<file path="src/rtl/apb_timer_pkg.sv">
// Shared register map and control layout for the APB timer.
// Also consumed by the software header generator.
package apb_timer_pkg;

  localparam logic [2:0] OFF_CTRL   = 3'd0;
  localparam logic [2:0] OFF_PRESC  = 3'd1;
  localparam logic [2:0] OFF_LOAD   = 3'd2;
  localparam logic [2:0] OFF_COUNT  = 3'd3;
  localparam logic [2:0] OFF_STATUS = 3'd4;

  localparam int CTRL_EN          = 0;
  localparam int CTRL_AUTO_RELOAD = 1;
  localparam int CTRL_IRQ_EN      = 2;

  typedef struct packed {
    logic irq_en;
    logic auto_reload;
    logic en;
  } ctrl_t;

endpackage

</file>
<file path="src/rtl/apb_timer_prescaler.sv">
// Prescaler: one tick every PRESC+1 enabled cycles.
// Count restarts at 0 when disabled or when PRESC is rewritten.
module apb_timer_prescaler #(
  parameter int PRESC_WIDTH = 16
) (
  input  logic                   clk,
  input  logic                   rst_n,
  input  logic                   en,
  input  logic [PRESC_WIDTH-1:0] presc,
  input  logic                   restart,
  output logic                   tick
);

  logic [PRESC_WIDTH-1:0] pcnt;

  assign tick = en & (pcnt == presc);

  always_ff @(posedge clk) begin
    if (!rst_n) begin
      pcnt <= '0;
    end else if (!en || restart || tick) begin
      pcnt <= '0;
    end else begin
      pcnt <= pcnt + 1'b1;
    end
  end

endmodule

</file>
<file path="src/rtl/apb_timer.sv">
// APB programmable 32-bit timer with compare, one-shot/auto-reload and IRQ.
// Optional: define APB_TIMER_SLVERR_EN to flag ACCESS to offsets 5-7.
module apb_timer
  import apb_timer_pkg::*;
#(
  parameter int C_APB_ADDR_WIDTH = 30,
  parameter int C_APB_DATA_WIDTH = 32,
  parameter int PRESC_WIDTH      = 16
) (
  input  logic                        PCLK,
  input  logic                        PRESETn,
  input  logic                        PSEL,
  input  logic                        PENABLE,
  input  logic [C_APB_ADDR_WIDTH-1:0] PADDR,
  input  logic                        PWRITE,
  input  logic [C_APB_DATA_WIDTH-1:0] PWDATA,
  output logic [C_APB_DATA_WIDTH-1:0] PRDATA,
  output logic                        PREADY,
  output logic                        PSLVERR,
  output logic                        irq_o
);

  localparam int DW = C_APB_DATA_WIDTH;

  logic                   setup;
  logic                   access;
  logic                   wr;
  logic [2:0]             addr;
  logic                   sel_ctrl;
  logic                   sel_presc;
  logic                   sel_load;
  logic                   sel_count;
  logic                   sel_status;
  logic                   wr_ctrl;
  logic                   wr_presc;
  logic                   wr_load;
  logic                   wr_count;
  logic                   wr_status;
  logic                   addr_unused;

  ctrl_t                  ctrl;
  logic [PRESC_WIDTH-1:0] presc;
  logic [DW-1:0]          load;
  logic [DW-1:0]          count;
  logic                   match;
  logic                   tick;
  logic                   hit;
  logic [DW-1:0]          rd_mux;

  assign setup  = PSEL & ~PENABLE;
  assign access = PSEL & PENABLE;
  assign wr     = access & PWRITE;
  assign addr   = PADDR[4:2];

  assign addr_unused = ^{PADDR[C_APB_ADDR_WIDTH-1:5], PADDR[1:0]};

  assign sel_ctrl   = (addr == OFF_CTRL);
  assign sel_presc  = (addr == OFF_PRESC);
  assign sel_load   = (addr == OFF_LOAD);
  assign sel_count  = (addr == OFF_COUNT);
  assign sel_status = (addr == OFF_STATUS);

  assign wr_ctrl   = wr & sel_ctrl;
  assign wr_presc  = wr & sel_presc;
  assign wr_load   = wr & sel_load;
  assign wr_count  = wr & sel_count;
  assign wr_status = wr & sel_status;

  assign PREADY = 1'b1;

`ifdef APB_TIMER_SLVERR_EN
  assign PSLVERR = access & (addr > OFF_STATUS);
`else
  assign PSLVERR = 1'b0;
`endif

  assign irq_o = match & ctrl.irq_en;

  apb_timer_prescaler #(
    .PRESC_WIDTH(PRESC_WIDTH)
  ) u_presc (
    .clk    (PCLK),
    .rst_n  (PRESETn),
    .en     (ctrl.en),
    .presc  (presc),
    .restart(wr_presc),
    .tick   (tick)
  );

  assign hit = tick & (count == load);

  // Software writes to CTRL take priority over the one-shot auto-clear.
  always_ff @(posedge PCLK) begin
    if (!PRESETn) begin
      ctrl  <= '0;
      presc <= '0;
      load  <= '0;
    end else begin
      if (wr_ctrl) begin
        ctrl <= ctrl_t'(PWDATA[2:0]);
      end else if (hit && !ctrl.auto_reload) begin
        ctrl.en <= 1'b0;
      end
      if (wr_presc) begin
        presc <= PWDATA[PRESC_WIDTH-1:0];
      end
      if (wr_load) begin
        load <= PWDATA;
      end
    end
  end

  always_ff @(posedge PCLK) begin
    if (!PRESETn) begin
      count <= '0;
    end else if (wr_count) begin
      count <= PWDATA;
    end else if (hit) begin
      if (ctrl.auto_reload) begin
        count <= '0;
      end
    end else if (tick) begin
      count <= count + 1'b1;
    end
  end

  // A match on the same edge as a W1C clear wins.
  always_ff @(posedge PCLK) begin
    if (!PRESETn) begin
      match <= 1'b0;
    end else if (hit) begin
      match <= 1'b1;
    end else if (wr_status && PWDATA[0]) begin
      match <= 1'b0;
    end
  end

  always_comb begin
    rd_mux = '0;
    unique case (1'b1)
      sel_ctrl:   rd_mux[2:0] = ctrl;
      sel_presc:  rd_mux[PRESC_WIDTH-1:0] = presc;
      sel_load:   rd_mux = load;
      sel_count:  rd_mux = count;
      sel_status: rd_mux[0] = match;
      default:    rd_mux = '0;
    endcase
  end

  always_ff @(posedge PCLK) begin
    if (!PRESETn) begin
      PRDATA <= '0;
    end else if (setup) begin
      PRDATA <= rd_mux;
    end
  end

endmodule
</file>
<file path="config.mk">
export PLATFORM = sky130hd
export DESIGN_NAME = apb_timer
export DESIGN_NICKNAME = d
export VERILOG_FILES = /design/src/rtl/apb_timer_pkg.sv /design/src/rtl/apb_timer_prescaler.sv /design/src/rtl/apb_timer.sv
export SDC_FILE = /design/constraint.sdc
export NUM_CORES = 1
export LEC_CHECK = 0
export CORE_ASPECT_RATIO = 1.5
export CORE_MARGIN = 3
export CORE_UTILIZATION = 35
export CTS_CLUSTER_DIAMETER = 50
export DETAILED_ROUTE_END_ITERATION = 10
export PLACE_DENSITY = 0.6
export SYNTH_ARGS = -nofsm -noshare
export SYNTH_HDL_FRONTEND = slang
export SYNTH_SLANG_ARGS = --single-unit
</file>
<file path="constraint.sdc">
create_clock -name PCLK -period 2.2 [get_ports PCLK]
set_clock_uncertainty 0.05 [all_clocks]
set_input_delay 0.33 -clock PCLK [delete_from_list [all_inputs] [get_ports PCLK]]
set_output_delay 0.33 -clock PCLK [all_outputs]
set_load 0.01 [all_outputs]
</file>
Word level (Yosys, flattened, before mapping)
Cells that the tools add are included.
{ "op_classes": {"bitwise": 13, "n_addsub": 2, "n_reduce_logical": 12, "n_eq_ne": 7, "n_mux": 12} }
{ "op_table": {"columns": ["cell", "count"], "rows": [
  ["32-bit 2-to-1 mux", 4],
  ["13-bit case mux with 3 select lines", 1],
  ["32-bit by 1-bit adder with 32-bit output, second input constant", 1],
  ["32-bit == test", 1],
  ["16-bit case mux with 2 select lines", 1],
  ["16-bit by 1-bit adder with 16-bit output, second input constant", 1],
  ["16-bit == test", 1],
  ["1-bit bitwise AND", 11],
  ["2-bit case mux with 4 select lines", 1],
  ["3-bit by 2-bit == test with 1-bit output, second input constant", 2],
  ["1-bit case mux with 5 select lines", 1],
  ["1-bit 2-to-1 mux", 4],
  ["2-bit nonzero test", 2],
  ["3-bit by 1-bit == test with 1-bit output, second input constant", 1],
  ["3-bit == test, second input constant", 1],
  ["3-bit logical NOT", 1],
  ["3-bit inequality test, second input constant", 1],
  ["3-bit nonzero test", 1],
  ["1-bit logical AND", 2],
  ["1-bit logical NOT", 2],
  ["1-bit logical OR", 2],
  ["1-bit inverter", 2],
  ["2-bit AND reduction", 1],
  ["2-bit OR reduction", 1]
]} }
{ "totals": {"regBits": 132, "out_inout_bits": 35, "input_bits": 67, "elab_cells": 55} }

Logic depth before layout (Yosys ltp)
{ "logic_depth": {"word_depth": 6, "mapped_depth": 10, "depth_no_buf": 8} }

Cells and area by module
Synthesis repeated with hierarchy kept, for this count alone.
{ "unflattened": {"hier_cells": 867, "area_unflattened_um2": 6915.4} }
{ "by_module_without_submodules": {"columns": ["module", "area_each_um2", "cells_per_inst", "n_inst", "seq_area_each_um2"], "rows": [
  ["apb_timer", 6043.3, 767, 1, 2322.2],
  ["apb_timer_prescaler", 872.1, 100, 1, 320.3]
]} }

Least setup slack after synthesis
No wires, ideal clock.
{ "synth_timing": {"path_kind": "flip-flop to flip-flop", "startpoint": "register count[1]", "endpoint": "register count[30]", "arrival_time_ns": 2.170, "period_less_slack_ns": 2.339, "path_buffers": 0, "slack_ns": -0.139, "stages_incl_launch_ff": 9, "t_required_ns": 2.030, "setup_ns": 0.120, "cell_sequence": "dfxtp_1 ha_1 nand3_1 nor4_4 and3_4 nor4b_4 nand4_1 and4b_1 o31a_1"} }
{ "synth_via": {"elab_chain_len": 4, "word_cells_on_any_way": 9, "cone_classes": "add/sub: 1; eq/ne: 2; mux: 3; bitwise: 1; reduce/logical: 2"} }
{ "synth_lines": {"columns": ["item", "line", "source"], "rows": [
  ["start: declaration", "apb_timer.sv:44", "logic [DW-1:0] count;"],
  ["start signal: assignment", "apb_timer.sv:123", "count <= count + 1'b1;"],
  ["32-bit by 1-bit adder with 32-bit output / 32-bit == test (equally long branches)", "apb_timer.sv:123, apb_timer.sv:90", null],
  ["32-bit 2-to-1 mux / 1-bit bitwise AND (equally long branches)", "apb_timer.sv:122, apb_timer.sv:90", null],
  ["32-bit 2-to-1 mux (tied with other cells)", "apb_timer.sv:118", "end else if (hit) begin"],
  ["32-bit 2-to-1 mux / 2-bit AND reduction (equally long branches)", null, null]
]} }
Parallel ways exist; a longest one is shown, timed or not. The select of a mux whose other input is x is not followed.
A chain may end at the register's enable or synchronous reset.

Worst setup path in the final report
{ "layout_timing": {"startpoint": "register u_presc.pcnt[0]", "endpoint": "register count[13]"} }
{ "layout_via": {"elab_chain_len": 5, "word_cells_on_any_way": 8, "cone_classes": "eq/ne: 2; mux: 2; bitwise: 2; reduce/logical: 2"} }
{ "layout_lines": {"columns": ["item", "line", "source"], "rows": [
  ["start: declaration", "apb_timer_prescaler.sv:14", "logic [PRESC_WIDTH-1:0] pcnt;"],
  ["start signal: assignment", "apb_timer_prescaler.sv:24", "pcnt <= pcnt + 1'b1;"],
  ["16-bit == test *", "apb_timer_prescaler.sv:16", "assign tick = en & (pcnt == presc);"],
  ["1-bit bitwise AND *", "apb_timer_prescaler.sv:16", null],
  ["1-bit bitwise AND", "apb_timer.sv:90", "assign hit = tick & (count == load);"],
  ["3-bit inequality test (no source line) (tied with other cells)", null, null],
  ["2-bit AND reduction (no source line) / 32-bit 2-to-1 mux (equally long branches)", null, null]
]} }
Every way passes the cells marked *; elsewhere a longest branch is shown, timed or not.

==> metrics.cfg <==
[yosys]
syn-num-nets=933
synth_ff_type=dfxtp_1
synth-seq-cells=132
async_reset_ff_frac=0
synth.top_cell.area_share=0.3907
yosysSeqAreaShare=0.3907
synth.most_common_cell=nand2_1
synthCells=864
syn_area_um2=6764
synth_largest_area_cell=dfxtp_1
syn_area_per_cell_um2=7.829
synth_common_cells=150 x nand2_1, 132 x dfxtp_1, 97 x a21oi_1
synth_edf_count=0
yosys_warnings=0
synth.distinct_cells=62
yosys-top-cells-area=dfxtp_1 39%, nand2_1 8.3%, a21oi_1 7.2%

[critical_path]
crit_type=register to register
cp_max_fo=3
critPathLaunchType=register
cp-end-kind=register
arrival_ns=2.57
cp_data_required_time_ns=2.51

[die]
dieArea_um2=21060
initial_core_util=0.3603
std_cell_rows=61
die_h_um=176.3
core_area_um2=18780
io_pins=102
die_w_um=119.5

[routing]
vias_per_cell=5.329
routed_wl_mm=24.30
vias=7077
ant_nets=0
drc=0
wire_per_inst_um=18.30
first_pass_iters=5
dr.first_iter.drc_count=437

[global_routing]
use_met3=0.04455
antenna_found_initial=0
grt_overflow=0
grt_pass1_wl_mm=37.18
grt_use_met1=0.2322
met2_usage=0.4040
grt_usage=0.2275
busiest_layer=met2
grt_max_degree=102
first_global_vias=6889

[cells_and_area]
final_core_util=0.5295
drive_gt1_frac=0.2723
fin_nets=1132
area_growth_pct=46.97
fillers=1756
antenna_cells=0
fin_area_um2=9941
finalNonFillerCells=1328

[clock_network]
cts_root_buf=clkbuf_16
hold_buffers=0
cts.sinks=132
htreeDepth=4
clk_pin_slew_worst_paths_ns=0.06
clk_path_buf_depth=2
tritoncts=done
insertion_delay_ns=0.43
numCtsBuffers=17

[run]
maxCapViolations=0

[run_status]
violations=negative setup slack
status=finished with violations

[placement]
place_inst=1286
gp_congestion=0.9469
io_buffers=72
hpwl_mm=17.91
dpl-instance-area_um2=8843

[pwr]
vdd_drop_max_mv=0.5618
cellLeakagePower_nw=3.857
power_density_nw_per_um2=639.4

[sta]
min_period_ns=2.255
max_freq_mhz=443.4
setup_viol=3
whs_ns=0.4104
period_share=1.025
hold_violations=0
slew_viol_final=0
fin_ws_ns=-0.05537
grt_setup_unrepaired=yes

[min_path]
holdCritPathClass=register to register

## sequential cells by signal (all words and copies together), names as in the netlist
| name | count |
|---|---|
| PRDATA | 32 |
| count | 32 |
| ctrl | 3 |
| load | 32 |
| match | 1 |
| presc | 16 |
| u_presc.pcnt | 16 |
## final cells by class
type,instances,area [µm²],share of cell area
Multi-Input combinational cell,659,4141,0.4166
Sequential cell,132,2666,0.2682
Timing Repair Buffer,243,2151,0.2164
Clock buffer,18,429.2,0.04317
Tap cell,252,315.3,0.03172
Clock inverter,14,200.2,0.02014
Inverter,10,37.54,0.003776
## routing by layer
metal  share of wire  vias up
met2            0.52      203
met3           0.037       67
met5               0        -
met1            0.38     3366
met4           0.067        0
li1                -     3441
## final timing paths
kind	from	to	slack, ns	depth (start not counted)
setup / recovery	u_presc.pcnt[0]$_SDFF_PP0_	count[13]$_SDFFE_PN0P_	-0.06	8
setup reg to reg	u_presc.pcnt[0]$_SDFF_PP0_	count[13]$_SDFFE_PN0P_	-0.06	8
hold reg to reg	PRDATA[0]$_SDFFE_PN0P_	PRDATA[0]$_SDFFE_PN0P_	0.41	2
hold / removal	PRDATA[0]$_SDFFE_PN0P_	PRDATA[0]$_SDFFE_PN0P_	0.41	2
## where the power goes
part / internal, mW / leakage (nW) / switching, mW / total (mW)
sequential: 2.43 / 1.07 / 0.0269 / 2.45
clock: 1.91 / 0.298 / 1.16 / 3.07
combinational: 0.390 / 2.48 / 0.445 / 0.834
## cell usage in the layout, fill, tap and decap left out, types with 11 or more instances in the layout
master	n
clkdlybuf4s50_1	72
clkbuf_16	17
dfxtp_1	117
dfxtp_2	13
a22oi_1	22
a21oi_1	93
nand3_1	26
nor3_1	28
xnor2_1	11
buf_4	153
a221oi_1	16
o21ai_0	14
nand2_1	149
xor2_1	42
nor2_1	84
nand4_1	17
mux2_2	13
## cell families after synthesis
kind of cell / count (synthesis) / share of synthesized area
XOR/XNOR: 62 / 0.08028
multiplexers: 19 / 0.03478
flip-flops: 132 / 0.3907
adder cells (fa/ha/maj): 2 / 0.003699
AND/OR/NAND/NOR: 373 / 0.2584
AO/OA/AOI/OAI: 200 / 0.1824
buffers and inverters: 74 / 0.04865
other: 2 / 0.001110
## critical path, cell delays in order (launching register included)
cell      delay (ns)
dfxtp_2         0.33
xor2_2          0.18
nand4b_1        0.20
nor4bb_2        0.36
nand3_1         0.15
buf_6           0.16
or4_4           0.51
a21oi_2         0.14
o21a_1          0.11
## through the flow
step                      setup WS, ns   TNS, ns  total power [mW]
after CTS                     -0.01412  -0.01412             6.284
after global placement         -0.2091    -3.868             3.198
after detailed placement       -0.2695    -7.067             3.201
after floorplan                0.03061         0             2.811
final                         -0.05537  -0.07069             6.356
after global routing           -0.1678    -1.439             6.543
## what timing repair did
action | in CTS | in global routing
gates cloned | 0 | 1
endpoints found under the setup margin | 34 | 47
resized for setup | 41 | 49
setup buffers | 6 | 5
pin swaps | 19 | 36
Note: power is estimated with default switching activity, not from simulation.
